**src/rtl/elastic_rd_ctrl.sv**
```systemverilog
// rtl/elastic_rd_ctrl.sv - elastic buffer read-side controller with SKP insertion
module elastic_rd_ctrl #(
    parameter int DATA_WIDTH   = 10,
    parameter int BUFFER_DEPTH = 16,
    parameter int START_MARK   = 8,
    parameter int LOW_MARK     = 4,
    parameter logic [DATA_WIDTH-1:0] SKP_NEG = 10'b0011110100,
    parameter logic [DATA_WIDTH-1:0] SKP_POS = 10'b1100001011,
    localparam int ADDR = $clog2(BUFFER_DEPTH)
) (
    input  logic                  read_clk,
    input  logic                  rst_n,
    input  logic [ADDR:0]         wr_ptr_gray,
    input  logic [DATA_WIDTH-1:0] rd_data,
    output logic [ADDR-1:0]       read_pointer,
    output logic                  rd_en,
    output logic                  empty,
    output logic [ADDR:0]         rd_ptr_gray,
    output logic [DATA_WIDTH-1:0] sym_out,
    output logic                  sym_valid,
    output logic                  skp_inserted,
    output logic                  underflow
);

    localparam logic [ADDR:0] PTR_ONE   = (ADDR+1)'(1);
    localparam logic [ADDR:0] START_LVL = (ADDR+1)'(START_MARK);
    localparam logic [ADDR:0] LOW_LVL   = (ADDR+1)'(LOW_MARK);

    typedef enum logic [1:0] {
        ST_FILL = 2'd0,
        ST_RUN  = 2'd1,
        ST_HOLD = 2'd2
    } state_t;

    // Gray code to binary: each binary bit is the XOR of all Gray bits at or above it.
    function automatic logic [ADDR:0] gray2bin(input logic [ADDR:0] g);
        logic [ADDR:0] b;
        b[ADDR] = g[ADDR];
        for (int i = ADDR - 1; i >= 0; i--) begin
            b[i] = b[i+1] ^ g[i];
        end
        return b;
    endfunction

    function automatic logic [ADDR:0] bin2gray(input logic [ADDR:0] b);
        return b ^ (b >> 1);
    endfunction

    logic [ADDR:0] wr_sync1_q;
    logic [ADDR:0] wr_sync2_q;
    logic [ADDR:0] wr_bin_s;
    logic [ADDR:0] rd_bin_q;
    logic [ADDR:0] rd_bin_d;
    logic [ADDR:0] rd_gray_q;
    logic [ADDR:0] fill;
    state_t        state_q;
    logic          fresh_q;
    logic          was_hold_q;
    logic          is_skp;
    logic          skp_hit;
    logic          rd_en_c;
    logic          underflow_c;
    logic          go_hold;
    logic          go_fill;

    // Two-flop synchronizer bringing the write pointer into the read domain.
    always_ff @(posedge read_clk or negedge rst_n) begin
        if (!rst_n) begin
            wr_sync1_q <= '0;
            wr_sync2_q <= '0;
        end else begin
            wr_sync1_q <= wr_ptr_gray;
            wr_sync2_q <= wr_sync1_q;
        end
    end

    assign wr_bin_s = gray2bin(wr_sync2_q);
    assign fill     = wr_bin_s - rd_bin_q;
    assign empty    = (fill == '0);

    // A fresh SKP at low fill earns one repeat; the repeat itself has fresh=0.
    assign is_skp  = (rd_data == SKP_NEG) || (rd_data == SKP_POS);
    assign skp_hit = fresh_q && is_skp && (fill <= LOW_LVL);

    // Read decision: underflow beats insertion, insertion beats a normal read.
    always_comb begin
        rd_en_c     = 1'b0;
        underflow_c = 1'b0;
        go_hold     = 1'b0;
        go_fill     = 1'b0;
        rd_bin_d    = rd_bin_q;
        if (state_q == ST_RUN) begin
            if (empty) begin
                underflow_c = 1'b1;
                go_fill     = 1'b1;
            end else if (skp_hit) begin
                go_hold = 1'b1;
            end else begin
                rd_en_c  = 1'b1;
                rd_bin_d = rd_bin_q + PTR_ONE;
            end
        end
    end

    // Read pointer and its Gray image, the latter lagging by one cycle.
    always_ff @(posedge read_clk or negedge rst_n) begin
        if (!rst_n) begin
            rd_bin_q  <= '0;
            rd_gray_q <= '0;
        end else begin
            rd_bin_q  <= rd_bin_d;
            rd_gray_q <= bin2gray(rd_bin_q);
        end
    end

    // FSM with registered symbol-qualifier flags.
    always_ff @(posedge read_clk or negedge rst_n) begin
        if (!rst_n) begin
            state_q    <= ST_FILL;
            fresh_q    <= 1'b0;
            was_hold_q <= 1'b0;
        end else begin
            fresh_q    <= rd_en_c;
            was_hold_q <= (state_q == ST_HOLD);
            unique case (state_q)
                ST_FILL: begin
                    if (fill >= START_LVL) begin
                        state_q <= ST_RUN;
                    end
                end
                ST_RUN: begin
                    if (go_fill) begin
                        state_q <= ST_FILL;
                    end else if (go_hold) begin
                        state_q <= ST_HOLD;
                    end
                end
                ST_HOLD: begin
                    state_q <= ST_RUN;
                end
                default: begin
                    state_q <= ST_FILL;
                end
            endcase
        end
    end

    assign read_pointer = rd_bin_q[ADDR-1:0];
    assign rd_en        = rd_en_c;
    assign underflow    = underflow_c;
    assign rd_ptr_gray  = rd_gray_q;
    assign sym_out      = rd_data;
    assign sym_valid    = fresh_q | was_hold_q;
    assign skp_inserted = was_hold_q;

endmodule

```
**config.mk**
```make
export PLATFORM = sky130hd
export DESIGN_NAME = elastic_rd_ctrl
export DESIGN_NICKNAME = d
export VERILOG_FILES = /design/src/rtl/elastic_rd_ctrl.sv
export SDC_FILE = /design/constraint.sdc
export NUM_CORES = 1
export LEC_CHECK = 0
export ABC_AREA = 1
export CAP_MARGIN = 0
export CELL_PAD_IN_SITES_DETAIL_PLACEMENT = 0
export CELL_PAD_IN_SITES_GLOBAL_PLACEMENT = 2
export CORE_UTILIZATION = 24
export DETAILED_ROUTE_END_ITERATION = 8
export PLACE_DENSITY = 0.83
export SLEW_MARGIN = 20
export SYNTH_ARGS = -nofsm -noshare
export SYNTH_HDL_FRONTEND = slang
export SYNTH_SLANG_ARGS = --single-unit
```
**constraint.sdc**
```tcl
create_clock -name read_clk -period 2.66 [get_ports read_clk]
set_clock_uncertainty 0.1 [all_clocks]
set_input_delay 0.399 -clock read_clk [delete_from_list [all_inputs] [get_ports read_clk]]
set_output_delay 0.399 -clock read_clk [all_outputs]
set_load 0.01 [all_outputs]
```
==> metrics.yaml, run 1 <==
critical_path:
  crit_arrival_ns: 2.74
  max_stage_delay_ns: 0.53
  crit_family: "adder cells"
  path_max_fanout: 3
  path_class: "flip-flop to output port"
  required_ns: 2.16
  worstSetupEndpointType: "output port"
  worst_path_max_delay_cell: "fa_2"
  cp-start-kind: "flip-flop"
  crit_buf_inv: 2
  path_cells: "xor2_2, xor2_2, xnor2_1, nand2_1, nand2_1, ha_2, fa_2, nand2_2, a21oi_2, nand3_2, buf_4, nor3_2, buf_2"
synth:
  ys_seq_area_frac: 0.452
  yosys_warnings: 0
  async_flop_share: 1.00
  synth-main-ff-cell: "dfrtp_1"
  yosysTopAreaCell: "dfrtp_1"
  synth.distinct_cells: 19
  synth_top_area_frac: 0.452
  syn_area_um2: 1330
  syn-num-nets: 176
  yosysMostFrequentCell: "nand2_1"
  synth_edf_count: 0
  synth_common_cells: "nand2_1, dfrtp_1, inv_1"
  synth_area_per_cell_um2: 8.80
  synth_seq_cells: 24
  synth_cells: 151
  synth_area_leaders: "dfrtp_1, nand2_1, buf_4"
placement:
  dp.final_hpwl_um: 1940
  gp_congestion: 0.724
  portBuffers: 40
  place_ws_ns: -0.767
  post-place-cells: 259
final_layout:
  multiInputGateArea_um2: 572
  antenna_cells: 0
  register_area_um2: 601
  fillers: 558
  final_nets: 226
  fin_util: 0.376
  drive_gt1_frac: 0.220
  fin_cells: 270
  synthToLayoutAreaGrowth_pct: 47.5
power_and_ir_drop:
  p_switching_uw: 657
  clkPwrFrac: 0.174
  ir_drop_v: 0.000439
  switching_share: 0.358
  seq_power_share: 0.278
  combPwrFrac: 0.548
  p_int_mw: 1.18
  p_leak_nw: 0.999
  powerDensity_nw_per_um2: 936
routing:
  wirelength_um: 2470
  wl_per_cell_um: 9.15
  via_count: 1014
  drt_iter0_markers: 10
  ant_nets: 0
  drt-pass1-iter-count: 2
  vias_per_cell: 3.76
  drc: 0
clock_tree:
  numClockSinks: 24
  cts_inserted_buffers: 3
  cts_buffer_depth: 2
  clock_latency_ns: 0.27
  clk_pin_slew_ns: 0.08
  htree_levels: 1
  cts_root_buffer: "clkbuf_8"
  cts_tree: "done"
grt:
  grt_pass1_vias: 980
  grt_pass1_wl_um: 4260
  grt_max_degree: 25
  gr-usage-all-layers: 0.0913
  grt-ovfl-total: 0
  antenna_found_initial: 0
sta:
  slew_headroom: 0.799
  finalSetupViolCount: 11
  drv_slew: 0
  rsz0062_at_grt: "yes"
  max_freq_mhz: 309
  period_share: 1.22
  layout_min_cycle_time_ns: 3.24
  hold_viol: 0
  finalWorstSetupSlack_ns: -0.580
  tns_ns: -2.39
  worst_slew_pin_slew_ns: 0.301
  whs_ns: 0.253
floorplanning:
  die_area_um2: 5840
  io_pins: 41
  start_util: 0.255
  core_area_um2: 5200
  die_w_um: 76.4
  rows: 26
  die_h_um: 76.4
hold_path:
  hp-class: "flip-flop to flip-flop"
flow_run:
  drv_cap: 0
run_status:
  failed_checks: "setup timing"
  outcome: "finished with violations"
-- power groups by stage --
stage	Sequential, mW	Combinational [mW]	Clock, mW
5_1_grt	0.519	1.13	0.338
3_3_place_gp	0.518	0.936	0
2_1_floorplan	0.546	0.531	0
4_1_cts	0.511	1.03	0.330
6_report	0.509	1.01	0.318
3_5_place_dp	0.517	0.935	0
-- repair_timing --
item                                    4_1_cts  5_1_grt
resized for setup                            21        0
hold buffers                                  0        0
endpoints found under the setup margin       11       11
pin swaps                                     7        3
setup buffers                                 7        0
-- final cells by class --
| class | instances | area share |
|---|---|---|
| flip-flops and latches | 24 | 0.307 |
| clock buffers | 3 | 0.0211 |
| repair buffers | 59 | 0.275 |
| clock inverters | 1 | 0.0153 |
| inverters | 24 | 0.0460 |
| well taps | 70 | 0.0447 |
| multi-input cells | 89 | 0.292 |
-- stage by stage --
step / instance area (µm²) / total power [mW]
after global placement: 1820 / 1.45
after CTS: 1960 / 1.87
after floorplan: 1350 / 1.08
after detailed placement: 1820 / 1.45
final: 1960 / 1.83
after global routing: 1960 / 1.99
-- worst reg2reg max path, cell delays in order, from the launching register on --
cell and delay, ns:
dfrtp_1 0.40, xor2_2 0.22, xor2_2 0.25, xnor2_1 0.12, nand2_1 0.06, nand2_1 0.05
ha_2 0.18, fa_2 0.34, inv_2 0.07, nand2_4 0.05, nand2_2 0.07, nand2_1 0.05
nand2_1 0.06, nand2_2 0.07, nand3_2 0.09, buf_6 0.11, nand2_4 0.05, buf_4 0.16
o21bai_1 0.12, nand2_1 0.07
-- layout by cell type, fill, tap and decap left out, types with 3 or more instances in the layout --
| cell | netlist | final |
|---|---|---|
| nand2_1 | 41 | 35 |
| o21bai_1 | 5 | 5 |
| nor2_1 | 11 | 11 |
| dfrtp_1 | 24 | 24 |
| xor2_1 | 4 | 4 |
| buf_4 | 14 | 18 |
| clkbuf_8 | 0 | 3 |
| clkdlybuf4s50_1 | 0 | 37 |
| xor2_2 | 3 | 3 |
| nand2_2 | 0 | 4 |
| inv_1 | 24 | 23 |
| ha_1 | 7 | 6 |
| nand3_1 | 6 | 6 |
-- worst paths after layout --
kind	from	end	slack [ns]	cells past startpoint
hold / removal	wr_sync1_q[1]$_DFF_PN0_	wr_sync2_q[1]$_DFF_PN0_	0.25	0
setup reg to reg	wr_sync2_q[3]$_DFF_PN0_	rd_bin_q[0]$_DFFE_PN0P_	-0.15	19
hold reg to reg	wr_sync1_q[1]$_DFF_PN0_	wr_sync2_q[1]$_DFF_PN0_	0.25	0
min in group asynchronous	rst_n	wr_sync1_q[3]$_DFF_PN0_	0.38	2
max in group asynchronous	rst_n	state_q[0]$_DFFE_PN0P_	1.85	2
setup / recovery	wr_sync2_q[3]$_DFF_PN0_	underflow	-0.58	13
-- flip-flops by register name, indices dropped and copies added (netlist names) --
signal and flops:
skp_inserted 1, wr_sync2_q 5, wr_sync1_q 5, fresh_q 1, rd_ptr_gray 5, rd_bin_q 5, state_q 2
-- layer usage --
layer / vias to the layer above / GRT usage / wire [µm]
met5: - / 0 / 0
met2: 24 / 0.150 / 1110
li1: 542 / - / -
met4: 0 / 0.0462 / 39
met1: 444 / 0.116 / 1230
met3: 4 / 0.0144 / 90
-- cell families after synthesis --
group                    Yosys count  synth area share
buffers and inverters             38             0.147
AO/OA/AOI/OAI                      9            0.0433
AND/OR/NAND/NOR                   64             0.207
XOR/XNOR                           8            0.0697
flip-flops                        24             0.452
adder cells (fa/ha/maj)            8            0.0810
No activity file was read; power rests on OpenSTA's default activity.
==> inputs of run 2 (changes only) <==
- SKIP_LAST_GASP: not set -> 1
==> run 2 against run 1 <==
Net effect: the run still ends with setup timing left; global-route usage rose by 0.051 points; core utilization grew 2.5 points; final cell count grew 2.6%; total power is 10% higher; sequential share of layout area is 1.9 points lower.
==> metrics.yaml, run 2 (synthesized netlist as in run 1, its figures left out) <==
floorplanning:
  rows: 26
  die_area_um2: 5840
  core_area_um2: 5200
  start_util: 0.255
  io_pins: 41
  die_w_um: 76.4
  die_h_um: 76.4
critical_path:
  path_class: "flip-flop to output port"
  r2r_cells: 22
  crit_start: "wr_sync2_q[3]$_DFF_PN0_"
  r2r-end: "rd_bin_q[0]$_DFFE_PN0P_"
  path_max_fanout: 3
  cp-start-kind: "flip-flop"
  r2r-start: "wr_sync2_q[3]$_DFF_PN0_"
  required_ns: 2.16
  regToRegSetupSlack_ns: -0.49
  worstSetupEndpointType: "output port"
  crit_arrival_ns: 2.80
grt:
  grt_max_degree: 25
  gr-usage-all-layers: 0.0918
  grt-ovfl-total: 0
  grt_pass1_vias: 988
  grt_pass1_wl_um: 4280
  antenna_found_initial: 0
sta:
  max_freq_mhz: 303
  slew_headroom: 0.798
  period_share: 1.24
  finalWorstSetupSlack_ns: -0.639
  hold_viol: 0
  finalSetupViolCount: 11
  layout_min_cycle_time_ns: 3.30
  worst_slew_pin_slew_ns: 0.303
  rsz0062_at_grt: "yes"
  drv_slew: 0
flow_run:
  drv_cap: 0
clock_tree:
  cts_inserted_buffers: 3
  clk_pin_slew_ns: 0.08
  cts_root_buffer: "clkbuf_8"
  htree_levels: 1
  ctsHoldBuffers: 0
  cts_buffer_depth: 2
  cts_tree: "done"
  clock_latency_ns: 0.27
  numClockSinks: 24
routing:
  ant_nets: 0
  wl_per_cell_um: 9.69
  via_count: 1065
  drc: 0
  drt-pass1-iter-count: 3
  wirelength_um: 2690
  drt_iter0_markers: 18
  vias_per_cell: 3.84
hold_path:
  hold_depth: 0
  hold_path_end: "wr_sync2_q[4]$_DFF_PN0_"
  min_from: "wr_sync1_q[4]$_DFF_PN0_"
  hp-class: "flip-flop to flip-flop"
final_layout:
  final_common_cell: "clkdlybuf4s50_1"
  synthToLayoutAreaGrowth_pct: 57.2
  mostFrequentLayoutCells: "clkdlybuf4s50_1, nand2_1, dfrtp_1, inv_1, buf_4"
  antenna_cells: 0
  fin_util: 0.401
  drive_gt1_frac: 0.300
  final_nets: 233
power_and_ir_drop:
  powerDensity_nw_per_um2: 968
  p_leak_nw: 1.06
  power.total_mw: 2.02
  ir_drop_v: 0.000455
placement:
  dp.final_hpwl_um: 1940
  gp_congestion: 0.724
  portBuffers: 40
run_status:
  failed_checks: "setup timing"
  outcome: "finished with violations"
run 2: changes by cell type in the layout (fill, tap and decap cells not counted), moves of 2 or more:
cell     change
buf_6        +7
nand2_1      -5
nand2_2      +3
nand2_4      +2
nand3_1      -2
nand3_2      +2
nor2_1       -2
run 2: final cells by class:
cell class	instances	area, µm²
multi-input cells	89	622
inverters	24	90.1
repair buffers	66	617
flip-flops and latches	24	601
clock buffers	3	41.3
fillers	540	3120
clock inverters	1	30.0
well taps	70	87.6
run 2: how the worst max path moves through the flow:
stage | cells after the start | endpoint
2_1_floorplan | 16 | rd_en
3_3_place_gp | 17 | rd_en
3_5_place_dp | 17 | rd_en
4_1_cts | 18 | rd_en
5_1_grt | 18 | rd_en
6_report | 18 | rd_en
run 2: worst max-delay path, stage by stage (launching register included):
cell	delay, ns
dfrtp_1	0.40
xor2_2	0.22
xor2_2	0.28
xor2_2	0.11
nand2_1	0.08
nand2_1	0.06
ha_2	0.18
fa_2	0.35
inv_2	0.07
nand2_4	0.06
nand2_4	0.08
nand2_2	0.05
nand2_2	0.06
nand2_2	0.07
nand3_2	0.09
buf_6	0.10
nand2_4	0.05
nor2_4	0.11
buf_6	0.11
run 2: per-layer routing:
metal	routed length, µm	up-vias	GRT usage
met5	0	-	0
met4	53	0	0.0462
met3	91	5	0.0144
met2	1260	25	0.150
li1	-	558	-
met1	1280	477	0.116
run 2: where the power goes:
group          internal (mW)  switching (mW)  leakage, nW
Combinational          0.621           0.574        0.742
Clock                  0.201           0.117       0.0357
Sequential             0.461          0.0495        0.285
Total                   1.28           0.740         1.06
run 2: what timing repair did:
action,CTS,global route
endpoints found under the setup margin,11,11
resized for setup,20,22
pin swaps,7,5
setup buffers,7,7
run 2: metrics by stage:
stage | TNS, ns | area, µm² | hold WS, ns | cells | setup slack [ns]
after global routing | -7.37 | 2090 | 0.261 | 277 | -0.833
final | -5.23 | 2090 | 0.253 | 277 | -0.639
after CTS | -3.11 | 1950 | 0.255 | 270 | -0.652
after floorplan | -0.342 | 1350 | 0.00341 | 151 | -0.152
after detailed placement | -3.39 | 1820 | 0.235 | 259 | -0.767
after global placement | -3.03 | 1820 | 0.234 | 259 | -0.745
